$ cat src/rtl/led7_pkg.sv
// Shared 7-segment code table and decoder state encoding; one table for encoder and decoder.
package led7_pkg;

  // Segment patterns [6:0] = a..g for hex digits 0..F
  localparam logic [6:0] SEG_0 = 7'h7E;
  localparam logic [6:0] SEG_1 = 7'h30;
  localparam logic [6:0] SEG_2 = 7'h6D;
  localparam logic [6:0] SEG_3 = 7'h79;
  localparam logic [6:0] SEG_4 = 7'h33;
  localparam logic [6:0] SEG_5 = 7'h5B;
  localparam logic [6:0] SEG_6 = 7'h5F;
  localparam logic [6:0] SEG_7 = 7'h72;
  localparam logic [6:0] SEG_8 = 7'h7F;
  localparam logic [6:0] SEG_9 = 7'h7B;
  localparam logic [6:0] SEG_A = 7'h77;
  localparam logic [6:0] SEG_B = 7'h1F;
  localparam logic [6:0] SEG_C = 7'h0D;
  localparam logic [6:0] SEG_D = 7'h3D;
  localparam logic [6:0] SEG_E = 7'h4F;
  localparam logic [6:0] SEG_F = 7'h47;

  localparam logic [6:0] SEG_BLANK = 7'h00;
  localparam logic [7:0] SEG_FAULT = 8'hFF;

  typedef enum logic [1:0] {
    ST_IDLE   = 2'd0,
    ST_SETTLE = 2'd1,
    ST_ACCEPT = 2'd2,
    ST_EMIT   = 2'd3
  } led7_state_e;

endpackage

$ cat src/rtl/led7_seg2hex.sv
// Combinational pattern -> nibble lookup; flags blank and unknown patterns.
module led7_seg2hex
  import led7_pkg::*;
(
  input  logic [6:0] pattern,
  output logic       err_c,
  output logic       blank_c,
  output logic [3:0] hex_c
);

  // Table lookup; anything outside the table is an error
  always_comb begin
    err_c   = 1'b0;
    blank_c = 1'b0;
    hex_c   = 4'h0;
    case (pattern)
      SEG_0:     hex_c = 4'h0;
      SEG_1:     hex_c = 4'h1;
      SEG_2:     hex_c = 4'h2;
      SEG_3:     hex_c = 4'h3;
      SEG_4:     hex_c = 4'h4;
      SEG_5:     hex_c = 4'h5;
      SEG_6:     hex_c = 4'h6;
      SEG_7:     hex_c = 4'h7;
      SEG_8:     hex_c = 4'h8;
      SEG_9:     hex_c = 4'h9;
      SEG_A:     hex_c = 4'hA;
      SEG_B:     hex_c = 4'hB;
      SEG_C:     hex_c = 4'hC;
      SEG_D:     hex_c = 4'hD;
      SEG_E:     hex_c = 4'hE;
      SEG_F:     hex_c = 4'hF;
      SEG_BLANK: blank_c = 1'b1;
      default:   err_c = 1'b1;
    endcase
  end

endmodule

$ cat src/rtl/led7_seg_decode.sv
// Multiplexed 7-segment bus observer: debounces each digit, decodes, and emits change events.
module led7_seg_decode
  import led7_pkg::*;
#(
  parameter  int unsigned NDIG       = 4,
  parameter  int unsigned STABLE_CYC = 3,
  localparam int unsigned IDXW       = $clog2(NDIG)
) (
  input  logic              clk,
  input  logic              rst,
  input  logic [7:0]        seg_in,
  input  logic [NDIG-1:0]   dig_en,
  output logic              out_valid,
  input  logic              out_ready,
  output logic [IDXW-1:0]   out_digit,
  output logic [3:0]        out_hex,
  output logic              out_blank,
  output logic              out_err,
  output logic              out_dp,
  output logic [4*NDIG-1:0] hex_flat,
  output logic [NDIG-1:0]   digit_ok,
  output logic              drop_sticky
);

  localparam int unsigned FLW    = $clog2(4*NDIG);
  localparam logic [3:0]  STABLE = 4'(STABLE_CYC);

  led7_state_e       state, state_n;
  logic [7:0]        cap_seg, cap_seg_n;
  logic [NDIG-1:0]   cap_en, cap_en_n;
  logic [3:0]        cnt, cnt_n;
  logic              trk, trk_n;
  logic [7:0]        shadow   [NDIG];
  logic [7:0]        shadow_n [NDIG];

  logic              out_valid_n, out_blank_n, out_err_n, out_dp_n, drop_sticky_n;
  logic [IDXW-1:0]   out_digit_n;
  logic [3:0]        out_hex_n;
  logic [4*NDIG-1:0] hex_flat_n;
  logic [NDIG-1:0]   digit_ok_n;

  logic              onehot_c, same_c, trk_c, done_c, differ_c, handshake_c;
  logic              acc_err_c, acc_blank_c;
  logic [3:0]        acc_hex_c;
  logic [7:0]        step_seg_c, step_shadow_c, acc_shadow_c;
  logic [NDIG-1:0]   step_en_c;
  logic [3:0]        step_cnt_c;
  logic              step_trk_c;
  logic              dec_err_c, dec_blank_c;
  logic [3:0]        dec_hex_c;

  function automatic logic [IDXW-1:0] onehot_idx(input logic [NDIG-1:0] oh);
    logic [IDXW-1:0] idx;
    idx = '0;
    for (int unsigned i = 0; i < NDIG; i++) begin
      if (oh[IDXW'(i)]) idx = IDXW'(i);
    end
    return idx;
  endfunction

  led7_seg2hex u_seg2hex (
    .pattern (cap_seg[6:0]),
    .err_c   (dec_err_c),
    .blank_c (dec_blank_c),
    .hex_c   (dec_hex_c)
  );

  // Next-state, debounce step and output load
  always_comb begin
    state_n       = state;
    cap_seg_n     = cap_seg;
    cap_en_n      = cap_en;
    cnt_n         = cnt;
    trk_n         = trk;
    shadow_n      = shadow;
    out_valid_n   = out_valid;
    out_digit_n   = out_digit;
    out_hex_n     = out_hex;
    out_blank_n   = out_blank;
    out_err_n     = out_err;
    out_dp_n      = out_dp;
    hex_flat_n    = hex_flat;
    digit_ok_n    = digit_ok;
    drop_sticky_n = drop_sticky;

    onehot_c    = (dig_en != '0) && ((dig_en & (dig_en - NDIG'(1))) == '0);
    same_c      = (seg_in == cap_seg) && (dig_en == cap_en);
    trk_c       = (state == ST_SETTLE) || ((state == ST_EMIT) && trk);
    handshake_c = out_valid && out_ready;

    // One debounce step, shared by SETTLE and the background sampling in EMIT
    step_seg_c = cap_seg;
    step_en_c  = cap_en;
    step_cnt_c = cnt;
    step_trk_c = trk_c;
    if (!onehot_c) begin
      step_cnt_c = 4'd0;
      step_trk_c = 1'b0;
    end else if (trk_c && same_c) begin
      step_cnt_c = (cnt == 4'hF) ? cnt : cnt + 4'd1;
    end else begin
      step_seg_c = seg_in;
      step_en_c  = dig_en;
      step_cnt_c = 4'd1;
      step_trk_c = 1'b1;
    end
    // Fire once on reaching the threshold, not while saturated at it
    done_c = onehot_c && (step_cnt_c == STABLE) && !(trk_c && same_c && (cnt == STABLE));

    step_shadow_c = '0;
    acc_shadow_c  = '0;
    for (int unsigned i = 0; i < NDIG; i++) begin
      if (step_en_c[IDXW'(i)]) step_shadow_c = shadow[IDXW'(i)];
      if (cap_en[IDXW'(i)])    acc_shadow_c  = shadow[IDXW'(i)];
    end
    differ_c = (step_seg_c != step_shadow_c);

    acc_err_c   = dec_err_c || (cap_seg == SEG_FAULT);
    acc_blank_c = dec_blank_c && !acc_err_c;
    acc_hex_c   = (acc_err_c || acc_blank_c) ? 4'h0 : dec_hex_c;

    case (state)
      ST_IDLE: begin
        trk_n = 1'b0;
        if (onehot_c) begin
          cap_seg_n = step_seg_c;
          cap_en_n  = step_en_c;
          cnt_n     = step_cnt_c;
          state_n   = done_c ? ST_ACCEPT : ST_SETTLE;
        end
      end
      ST_SETTLE: begin
        cap_seg_n = step_seg_c;
        cap_en_n  = step_en_c;
        cnt_n     = step_cnt_c;
        if (!onehot_c)   state_n = ST_IDLE;
        else if (done_c) state_n = ST_ACCEPT;
      end
      ST_ACCEPT: begin
        trk_n = 1'b0;
        cnt_n = 4'd0;
        if (cap_seg == acc_shadow_c) begin
          state_n = ST_IDLE;
        end else begin
          for (int unsigned i = 0; i < NDIG; i++) begin
            if (cap_en[IDXW'(i)]) begin
              shadow_n[IDXW'(i)]           = cap_seg;
              hex_flat_n[FLW'(4*i) +: 4]   = acc_hex_c;
              digit_ok_n[IDXW'(i)]         = !acc_err_c && !acc_blank_c;
            end
          end
          out_valid_n = 1'b1;
          out_digit_n = onehot_idx(cap_en);
          out_hex_n   = acc_hex_c;
          out_blank_n = acc_blank_c;
          out_err_n   = acc_err_c;
          out_dp_n    = cap_seg[7];
          state_n     = ST_EMIT;
        end
      end
      ST_EMIT: begin
        cap_seg_n = step_seg_c;
        cap_en_n  = step_en_c;
        cnt_n     = step_cnt_c;
        trk_n     = step_trk_c;
        if (handshake_c) begin
          out_valid_n = 1'b0;
          state_n     = done_c ? ST_ACCEPT : ST_IDLE;
        end else if (done_c && differ_c) begin
          drop_sticky_n = 1'b1;
        end
      end
      default: state_n = ST_IDLE;
    endcase
  end

  // State, debounce, shadow and output registers
  always_ff @(posedge clk) begin
    if (rst) begin
      state       <= ST_IDLE;
      cap_seg     <= '0;
      cap_en      <= '0;
      cnt         <= '0;
      trk         <= 1'b0;
      shadow      <= '{default: '0};
      out_valid   <= 1'b0;
      out_digit   <= '0;
      out_hex     <= '0;
      out_blank   <= 1'b0;
      out_err     <= 1'b0;
      out_dp      <= 1'b0;
      hex_flat    <= '0;
      digit_ok    <= '0;
      drop_sticky <= 1'b0;
    end else begin
      state       <= state_n;
      cap_seg     <= cap_seg_n;
      cap_en      <= cap_en_n;
      cnt         <= cnt_n;
      trk         <= trk_n;
      shadow      <= shadow_n;
      out_valid   <= out_valid_n;
      out_digit   <= out_digit_n;
      out_hex     <= out_hex_n;
      out_blank   <= out_blank_n;
      out_err     <= out_err_n;
      out_dp      <= out_dp_n;
      hex_flat    <= hex_flat_n;
      digit_ok    <= digit_ok_n;
      drop_sticky <= drop_sticky_n;
    end
  end

endmodule

$ cat config.mk
export PLATFORM = sky130hd
export DESIGN_NAME = led7_seg_decode
export DESIGN_NICKNAME = d
export VERILOG_FILES = /design/src/rtl/led7_pkg.sv /design/src/rtl/led7_seg2hex.sv /design/src/rtl/led7_seg_decode.sv
export SDC_FILE = /design/constraint.sdc
export NUM_CORES = 1
export LEC_CHECK = 0
export ABC_AREA = 0
export CORE_MARGIN = 2
export CORE_UTILIZATION = 48
export DETAILED_ROUTE_END_ITERATION = 10
export GPL_TIMING_DRIVEN = 0
export HOLD_SLACK_MARGIN = 0.12
export PLACE_DENSITY_LB_ADDON = 0.1
export SETUP_SLACK_MARGIN = 0.5
export SKIP_CTS_REPAIR_TIMING = 1
export SLEW_MARGIN = 20
export SYNTH_ARGS = -nofsm -noshare
export SYNTH_HDL_FRONTEND = slang
export SYNTH_SLANG_ARGS = --single-unit
export TNS_END_PERCENT = 100
$ cat constraint.sdc
create_clock -name clk -period 3.5 [get_ports clk]
set_input_delay 0.7 -clock clk [delete_from_list [all_inputs] [get_ports clk]]
set_output_delay 0.7 -clock clk [all_outputs]
set_load 0.02 [all_outputs]
==> out/results.ini <==
[worst_setup_path]
crit_path_top_delay_cell=or4_4
r2r_cells=11
worstPathRequired_ns=3.73
r2r-end=drop_sticky
crit_family=simple AND/OR/NAND/NOR gates
startpoint_type=input port
cp_num_buf_inv=2
arrival_ns=3.42
regToRegSetupSlack_ns=0.33
slowest_delay_ns=0.56
r2r-start=cap_en[0]
critPathKind=input port to flip-flop
end_kind=flip-flop
crit_fanout=10
path_cells=clkbuf_4 > xnor2_2 > nand4_1 > or4_4 > buf_8 > and3_1 > nor4_1 > o21a_1 > o2111ai_2 > nor4_4 > o32ai_1

[route]
drt_iter0_drc=414
wirelength_um=15100
vias=4802
ant_nets=0
firstDrtPassIters=6
post_drt_wl_per_cell_um=18.3
drcViolationCount=0
vias_per_cell=5.83

[clock_network]
cts_root_buffer=clkbuf_8
cts.path.max_buffers=2
clock_sinks=82
htreeDepth=3
cts-buffers-inserted=9
clk_latency_ns=0.37
cts_tree=yes
path_clk_slew_ns=0.09

[global_routing]
grt_pass1_vias=4362
grt_first_pass_wirelength_um=23100
grt_max_degree=16
busiest_layer=met2
overflow=0
antenna_found_initial=0
gr-usage-all-layers_pct=29.0
use_met1_pct=39.9
grt.met3_usage_pct=4.34
met2_usage_pct=46.7

[finish]
finish.net_count=702
final_area_mm2=0.00570
final_common_cell=nand2_1
final_cell_mix=102 x nand2_1, 82 x dfxtp_1, 78 x a21oi_1
insertedDiodeCount=0
area_delta_synth_final_pct=21.5
drive_gt1_share_pct=11.9

[timing]
setup_viol=0
hold-worst-slack_ns=0.461
drv_slew=0
fmax_mhz=313
fin_crit_sh_pct=91.4
hold_violations=0
clock_skew_ns=0.0141
relSlewSlack_pct=58.6
rsz0062_at_grt=true
fin_crit_ns=3.20
tightest_slew_ns=0.615

[synthesis]
synth.avg_cell_area_um2=7.51
synth_area_mm2=0.00469
synth_edf_count=0
synth-main-ff-cell=dfxtp_1
ys_warn_count=0
synth_cells=625
async_reset_ff_share_pct=0
yosysSeqAreaShare_pct=35.0
ys_types=58
synth_nets=641
synth_seq_cells=82

[place]
io_buffers=42
gp_congestion=0.947
placed_cell_area_mm2=0.00528
dp_hpwl_um=11000

[floorplan]
die_h_um=103
die_x_um=103
start_util_pct=48.7
core_mm2=0.00964
std_cell_rows=36
pin_count=46
die_area_mm2=0.0106

[power_and_ir_drop]
power_density_mw_per_mm2=347
ir_worst_vdd_mv=0.292
leakage_nw=2.02

[min_path]
hold_end=hex_flat[3]
worst_hold_startpoint=hex_flat[3]
hold_depth=2
hold_path_class=flip-flop to flip-flop

[status]
status=finished clean

[job]
drv_cap=0

## worst min-delay path, stage by stage (launching register included)
cell	delay [ns]
dfxtp_1	0.32
nand2_1	0.05
a21oi_1	0.05
## synthesized netlist by cell type (6+ instances only)
library cell    n  share of area, %
dfxtp_1        82                35
mux2i_1        34               7.3
a221oi_1        6               1.1
o21ai_0        18               1.9
nand2_1       103               8.2
clkbuf_1       47               3.8
nand3_1        49               5.2
xnor2_1        16               3.0
a211oi_1        7               1.1
nor3_1         21               2.2
inv_1           8              0.64
nand2b_1        7              0.93
a21oi_1        78               8.3
xor2_1         13               2.4
nor2_1         45               3.6
## worst max-delay path by stage
stage | depth (start not counted) | from | to | slack [ns]
floorplan | 13 | dig_en[3] | drop_sticky | 0.34
global placement | 13 | dig_en[2] | drop_sticky | -0.88
finish | 11 | dig_en[0] | drop_sticky | 0.30
detailed placement | 13 | dig_en[2] | drop_sticky | -0.89
CTS | 13 | dig_en[2] | drop_sticky | -0.49
global route | 13 | dig_en[2] | drop_sticky | 0.21
## cells by family after synthesis
family | share of synthesized area (%)
AND/OR/NAND/NOR | 26.5
AO/OA/AOI/OAI | 18.4
flip-flops | 35.0
buffers and inverters | 6.72
multiplexers | 7.74
XOR/XNOR | 5.41
adder cells (fa/ha/maj) | 0.267
## sequential cells by signal, summed over array words and instances, names as in the netlist
| signal | count |
|---|---|
| out_hex | 4 |
| out_valid | 1 |
| out_dp | 1 |
| drop_sticky | 1 |
| cap_seg | 8 |
| out_blank | 1 |
| trk | 1 |
| state | 2 |
| cap_en | 4 |
| out_digit | 2 |
| out_err | 1 |
| hex_flat | 16 |
| cnt | 4 |
| shadow | 32 |
| digit_ok | 4 |
## where the power goes
part / total [mW] / switching (mW) / leakage, nW / internal (mW)
clock: 0.626 / 0.365 / 0.0860 / 0.261
combinational: 0.398 / 0.248 / 1.28 / 0.150
sequential: 0.951 / 0.00825 / 0.662 / 0.943
total: 1.98 / 0.622 / 2.02 / 1.35
## per-stage QoR
| step | power (mW) | utilization (%) | setup WS [ns] | TNS [ns] | instances |
|---|---|---|---|---|---|
| 2_1_floorplan | 1.22 | - | 0.342 | 0 | 625 |
| 3_3_place_gp | 1.32 | 54.8 | -0.883 | -0.980 | 800 |
| 3_5_place_dp | 1.33 | 54.8 | -0.893 | -1.01 | 800 |
| 4_1_cts | 1.94 | 56.6 | -0.492 | -0.492 | 816 |
| 5_1_grt | 2.06 | 59.1 | 0.213 | 0 | 824 |
| 6_report | 1.98 | 59.1 | 0.303 | 0 | 824 |
## routing by layer
metal | up-vias | share of wire, %
li1 | 2311 | -
met4 | 0 | 2.0
met2 | 174 | 46
met3 | 23 | 5.3
met5 | - | 0
met1 | 2294 | 46
## final cells by class
cell class	instances	area, um2
multi-input combinational	472	2850
clock buffer	9	124
timing repair buffer	50	495
tap	133	166
fill	928	3940
sequential	82	1640
buffer	62	339
clock inverter	7	51.3
inverter	9	33.8
No activity file was read; power rests on OpenSTA's default activity.
